--- src/rtl/uart_receiver.sv ---
// UART receive path: 2-flop synchroniser, 16x-oversampled start/data/parity/stop
// deserialiser with registered one-clock valid / parity-error / framing-error strobes.
// Optional build macro: UART_RX_MAJORITY_EN -- each bit decision is the 2-of-3 vote of
// rxd_s at ticks S-2, S-1 and S instead of the single sample at tick S.
`timescale 1ns/1ps
module uart_receiver #(
  parameter int DATA_BITS  = 8,
  parameter int OVERSAMPLE = 16,
  parameter int PARITY     = 1
) (
  input  logic                 clk,
  input  logic                 reset,
  input  logic                 sample_ENABLE,
  input  logic                 Rx_EN,
  input  logic                 RxD,
  output logic [DATA_BITS-1:0] Rx_DATA,
  output logic                 Rx_VALID,
  output logic                 Rx_PERROR,
  output logic                 Rx_FERROR
);

  localparam int TW = $clog2(OVERSAMPLE);
  localparam int BW = $clog2(DATA_BITS);
  localparam logic [TW-1:0] TICK_MID = TW'(OVERSAMPLE / 2 - 1);
  localparam logic [TW-1:0] TICK_END = TW'(OVERSAMPLE - 1);
  localparam logic [BW-1:0] BIT_LAST = BW'(DATA_BITS - 1);

  typedef enum logic [2:0] {IDLE, START, DATA, PAR, STOP} state_t;

  state_t                 state_reg, state_next;
  logic [TW-1:0]          tick_reg, tick_next;
  logic [BW-1:0]          bit_reg, bit_next;
  logic [DATA_BITS-1:0]   shift_reg, shift_next;
  logic                   perr_reg, perr_next;
  logic [DATA_BITS-1:0]   data_next;
  logic                   valid_next, perr_out_next, ferr_next;
  logic                   rxd_meta, rxd_s;
  logic                   sample_bit;

  // Two-flop synchroniser for the asynchronous serial line (idles high)
  always_ff @(posedge clk) begin
    if (reset) begin
      rxd_meta <= 1'b1;
      rxd_s    <= 1'b1;
    end else begin
      rxd_meta <= RxD;
      rxd_s    <= rxd_meta;
    end
  end

`ifdef UART_RX_MAJORITY_EN
  logic [1:0] hist_reg;

  // Keep the two previous tick samples so the decision at tick S can vote over S-2..S
  always_ff @(posedge clk) begin
    if (reset) begin
      hist_reg <= 2'b11;
    end else if (sample_ENABLE) begin
      hist_reg <= {hist_reg[0], rxd_s};
    end
  end

  assign sample_bit = (hist_reg[1] & hist_reg[0]) | (hist_reg[1] & rxd_s) | (hist_reg[0] & rxd_s);
`else
  assign sample_bit = rxd_s;
`endif

  // State, counters, shift register and registered output strobes
  always_ff @(posedge clk) begin
    if (reset) begin
      state_reg <= IDLE;
      tick_reg  <= '0;
      bit_reg   <= '0;
      shift_reg <= '0;
      perr_reg  <= 1'b0;
      Rx_DATA   <= '0;
      Rx_VALID  <= 1'b0;
      Rx_PERROR <= 1'b0;
      Rx_FERROR <= 1'b0;
    end else begin
      state_reg <= state_next;
      tick_reg  <= tick_next;
      bit_reg   <= bit_next;
      shift_reg <= shift_next;
      perr_reg  <= perr_next;
      Rx_DATA   <= data_next;
      Rx_VALID  <= valid_next;
      Rx_PERROR <= perr_out_next;
      Rx_FERROR <= ferr_next;
    end
  end

  // Next-state logic: frame sequencing advances only on oversampling ticks
  always_comb begin
    state_next    = state_reg;
    tick_next     = tick_reg;
    bit_next      = bit_reg;
    shift_next    = shift_reg;
    perr_next     = perr_reg;
    data_next     = Rx_DATA;
    valid_next    = 1'b0;
    perr_out_next = 1'b0;
    ferr_next     = 1'b0;
    if (!Rx_EN) begin
      // Disabled receiver abandons any partial frame; Rx_DATA keeps its last value
      state_next = IDLE;
      tick_next  = '0;
      bit_next   = '0;
    end else if (sample_ENABLE) begin
      case (state_reg)
        IDLE: begin
          if (!rxd_s) begin
            state_next = START;
            tick_next  = '0;
          end
        end
        START: begin
          if (tick_reg == TICK_MID) begin
            tick_next = '0;
            if (sample_bit) begin
              state_next = IDLE;  // start bit did not survive to mid-bit: glitch
            end else begin
              state_next = DATA;
              bit_next   = '0;
              perr_next  = 1'b0;
            end
          end else begin
            tick_next = tick_reg + 1'b1;
          end
        end
        DATA: begin
          tick_next = tick_reg + 1'b1;
          if (tick_reg == TICK_END) begin
            shift_next = {sample_bit, shift_reg[DATA_BITS-1:1]};
            bit_next   = bit_reg + 1'b1;
            if (bit_reg == BIT_LAST) begin
              bit_next   = '0;
              state_next = (PARITY != 0) ? PAR : STOP;
            end
          end
        end
        PAR: begin
          tick_next = tick_reg + 1'b1;
          if (tick_reg == TICK_END) begin
            perr_next  = ^{shift_reg, sample_bit};  // even parity: total ones must be even
            state_next = STOP;
          end
        end
        STOP: begin
          tick_next = tick_reg + 1'b1;
          if (tick_reg == TICK_END) begin
            // Returning to IDLE at mid-stop lets a back-to-back start edge be caught
            data_next     = shift_reg;
            ferr_next     = ~sample_bit;
            perr_out_next = (PARITY != 0) ? perr_reg : 1'b0;
            valid_next    = sample_bit & ~((PARITY != 0) ? perr_reg : 1'b0);
            state_next    = IDLE;
            tick_next     = '0;
          end
        end
        default: begin
          state_next = IDLE;
          tick_next  = '0;
          bit_next   = '0;
        end
      endcase
    end
  end

endmodule

--- config.mk ---
export PLATFORM = sky130hd
export DESIGN_NAME = uart_receiver
export DESIGN_NICKNAME = d
export VERILOG_FILES = /design/src/rtl/uart_receiver.sv
export SDC_FILE = /design/constraint.sdc
export NUM_CORES = 1
export LEC_CHECK = 0
export ABC_CLOCK_PERIOD_IN_PS = 5500
export CAP_MARGIN = 20
export CORE_MARGIN = 2
export CORE_UTILIZATION = 45
export CTS_CLUSTER_SIZE = 30
export DETAILED_ROUTE_END_ITERATION = 8
export GPL_ROUTABILITY_DRIVEN = 0
export GPL_TIMING_DRIVEN = 1
export PLACE_DENSITY = 0.66
export SYNTH_ARGS = -nofsm -noshare
export SYNTH_HDL_FRONTEND = slang
export SYNTH_SLANG_ARGS = --single-unit
--- constraint.sdc ---
create_clock -name clk -period 5.5 [get_ports clk]
set_clock_uncertainty 0.2 [all_clocks]
set_input_delay 1.65 -clock clk [delete_from_list [all_inputs] [get_ports clk]]
set_output_delay 1.65 -clock clk [all_outputs]
set_load 0.005 [all_outputs]
==> out/results.txt <==
Clock latency on the worst-skew pair = 0.34 ns
Result of the run = finished clean
Clock-pin slew on the worst setup and hold paths = 0.10 ns
Area share of fa/ha/maj cells after synthesis = 0.0243
Share of cell area taken by muxes after synthesis = 0.103
Worst VDD drop = 104 uV
Height of the chip = 62.6 um
Final layout net count = 186
Basic-gate share of the synthesized area counting and, or, nand and nor cells = 0.253
Global route total overflow = 0
Compound-cell area share of the yosys netlist = 0.123
Actual transition at the worst max-transition pin = 0.762 ns
Die width = 62.6 um
Placed wire-length estimate = 2150 um
Buffer levels on the longest clock path = 2
Worst EP required = 5.54 ns
Syn nets = 175
Fin crit share = 0.615
Hold Violations, Final = 0
Setup repair after global routing missed its margin = no
Critical setup path kind = input port to flop
Total number of vias = 1232
Starting DRT DRC Count = 64
Clock net sink count = 32
TritonCTS clock tree = done
Critical Path Sink Type = flop
Number of distinct library cells after synthesis = 43
Relative max-transition margin = 0.490
Via count of the first global-routing pass = 1276
Starting Density = 0.467
Count of antenna-violating nets left after detailed routing = 0
Data arrival time at the worst-slack endpoint = 3.42 ns
Flip-flop and latch count after synthesis = 32
Initial antenna violation count = 0
First-pass GRT wire length = 5640 um
Type of the most critical hold path = flop to flop
Final sum of negative setup slack = 0 ns
Minimum clock period after layout = 3.38 ns
Sequential-to-total area share from yosys stat = 0.414
Buffers on Ports = 15
Largest family of logic cells by synthesized area = simple AND/OR/NAND/NOR gates
Commonest cells after routing, fill and taps aside = sky130_fd_sc_hd__dfxtp_1, sky130_fd_sc_hd__nor2_1, sky130_fd_sc_hd__mux2i_1
Hold Buf Count CTS = 0
Leakage component of the power = 0.643 nW
Syn Inst Count = 167
Fraction of synthesized cell area in xor and xnor cells = 0.0485
Final Hold Slack = 0.222 ns
Overall power = 373 uW
Critical-path maximum fanout = 24
Clk Tree Root Cell = sky130_fd_sc_hd__clkbuf_4
H-tree levels = 2
GRT Util Overall = 0.181
Power per Cell Area = 213 nW/um^2
Final routed wirelength across all metal layers = 3170 um
Fraction of layout cells with a size suffix above 1 = 0.0674
Final setup vio count = 0
Crit start category = input port
Count of TritonRoute iterations in the first routing pass = 4
Area enclosed by the die boundary = 3920 sq um
Total standard cell area after synthesis = 1550 sq um
Core area = 3310 sq um
Num CTS Buffers = 5
Cts repair resizes = 0
Boundary pin count = 16
Most common library cell in the layout ignoring fill and taps = sky130_fd_sc_hd__dfxtp_1
Antenna diode instance count = 0
Post-CTS setup repair buffer count = 0
Ys Warns = 0
Site Rows = 21
Vias/cell = 5.50
Detail-routed net length per standard cell = 14.1 um
DRC errors left = 0
Area overhead of the layout relative to synthesis = 13.3%
Maximum frequency from static timing analysis = 296 MHz
Final Slew Violations = 0
Mean post-synth cell area = 9.27 sq um
Pin count of the biggest net entering global routing = 25
Count of max-cap constraint violations = 0
==> worst max-delay path, cell delays in order <==
cell,delay (ns)
sky130_fd_sc_hd__clkdlybuf4s50_1,0.96
sky130_fd_sc_hd__nand2b_1,0.48
sky130_fd_sc_hd__inv_1,0.08
sky130_fd_sc_hd__a32o_1,0.25
==> logic make-up after synthesis <==
| family | count (synthesis) |
|---|---|
| flops | 32 |
| mux | 16 |
| fa+ha+maj | 3 |
| xor+xnor | 7 |
| compound gates | 27 |
| simple gates | 70 |
| buf+inv | 12 |
==> cells in the mapped netlist <==
library cell / n / area share
sky130_fd_sc_hd__a32o_1: 1 / 0.0065
sky130_fd_sc_hd__ha_1: 3 / 0.024
sky130_fd_sc_hd__a2111o_1: 1 / 0.0073
sky130_fd_sc_hd__clkbuf_1: 6 / 0.015
sky130_fd_sc_hd__buf_1: 1 / 0.0024
sky130_fd_sc_hd__o31ai_1: 4 / 0.019
sky130_fd_sc_hd__and3b_1: 1 / 0.0057
sky130_fd_sc_hd__buf_4: 1 / 0.0049
sky130_fd_sc_hd__nand2_1: 7 / 0.017
sky130_fd_sc_hd__inv_1: 1 / 0.0024
sky130_fd_sc_hd__mux2i_1: 16 / 0.10
sky130_fd_sc_hd__xor2_1: 2 / 0.011
sky130_fd_sc_hd__o21ai_0: 4 / 0.013
sky130_fd_sc_hd__nor3b_1: 2 / 0.0097
sky130_fd_sc_hd__dfxtp_1: 32 / 0.41
sky130_fd_sc_hd__o221ai_1: 1 / 0.0057
sky130_fd_sc_hd__o21a_1: 1 / 0.0049
sky130_fd_sc_hd__o31a_1: 1 / 0.0057
sky130_fd_sc_hd__and2_1: 2 / 0.0081
sky130_fd_sc_hd__a2111oi_2: 1 / 0.0097
sky130_fd_sc_hd__a21bo_2: 2 / 0.013
sky130_fd_sc_hd__nand2b_1: 5 / 0.020
sky130_fd_sc_hd__nor3_1: 3 / 0.0097
sky130_fd_sc_hd__nand4_1: 6 / 0.024
sky130_fd_sc_hd__xnor3_1: 1 / 0.015
sky130_fd_sc_hd__a21oi_1: 9 / 0.029
sky130_fd_sc_hd__nor4bb_1: 1 / 0.0065
sky130_fd_sc_hd__nor4_1: 1 / 0.0040
sky130_fd_sc_hd__nor4b_1: 1 / 0.0057
sky130_fd_sc_hd__nand3b_1: 1 / 0.0049
sky130_fd_sc_hd__or4_1: 4 / 0.019
sky130_fd_sc_hd__or3_1: 2 / 0.0081
sky130_fd_sc_hd__or3b_1: 2 / 0.011
sky130_fd_sc_hd__xnor2_1: 4 / 0.023
sky130_fd_sc_hd__a31oi_1: 1 / 0.0040
sky130_fd_sc_hd__or2_2: 3 / 0.012
sky130_fd_sc_hd__nor2_1: 21 / 0.051
sky130_fd_sc_hd__nand4b_1: 3 / 0.017
sky130_fd_sc_hd__a211oi_1: 1 / 0.0049
sky130_fd_sc_hd__buf_2: 3 / 0.0097
sky130_fd_sc_hd__and3_1: 2 / 0.0081
sky130_fd_sc_hd__nand3_1: 2 / 0.0065
sky130_fd_sc_hd__nor2b_1: 1 / 0.0040
==> metal layers <==
| layer | vias up | GRT usage | part of all wire |
|---|---|---|---|
| met5 | - | 0 | 0 |
| met2 | 24 | 0.284 | 0.45 |
| met1 | 578 | 0.228 | 0.49 |
| met4 | 0 | 0.0944 | 0.010 |
| li1 | 624 | - | - |
| met3 | 6 | 0.0468 | 0.049 |
==> cell type report <==
type,instances,area [sq um]
fillers,323,1560
multi-input cells,123,855
flip-flops and latches,32,641
repair buffers,15,150
well taps,46,57.6
clock buffers,6,41.3
clock inverters,1,5.00
inverters,1,3.75
==> worst paths after layout <==
check	from	to	slack, ns	cells past startpoint
max	reset	state_reg[1]	2.12	4
max reg2reg	state_reg[1]	bit_reg[1]	3.17	4
min	rxd_meta	rxd_s	0.22	1
min reg2reg	rxd_meta	rxd_s	0.22	1
==> through the flow <==
stage                     utilization  worst slack [ns]  instances  cell area (sq um)
after global routing            0.529              1.97        224               1750
after detailed placement        0.515              1.76        217               1710
after floorplan                     -              2.79        167               1550
after global placement          0.515              1.81        217               1710
final                           0.529              2.12        224               1750
after CTS                       0.529              2.12        224               1750
==> power by group <==
group	internal [mW]	leakage (nW)	switching, mW
clock network	0.0470	0.0281	0.0779
registers	0.232	0.258	0.00113
logic	0.00573	0.357	0.00856
total	0.285	0.643	0.0876
Note: power is estimated with default switching activity, not from simulation.
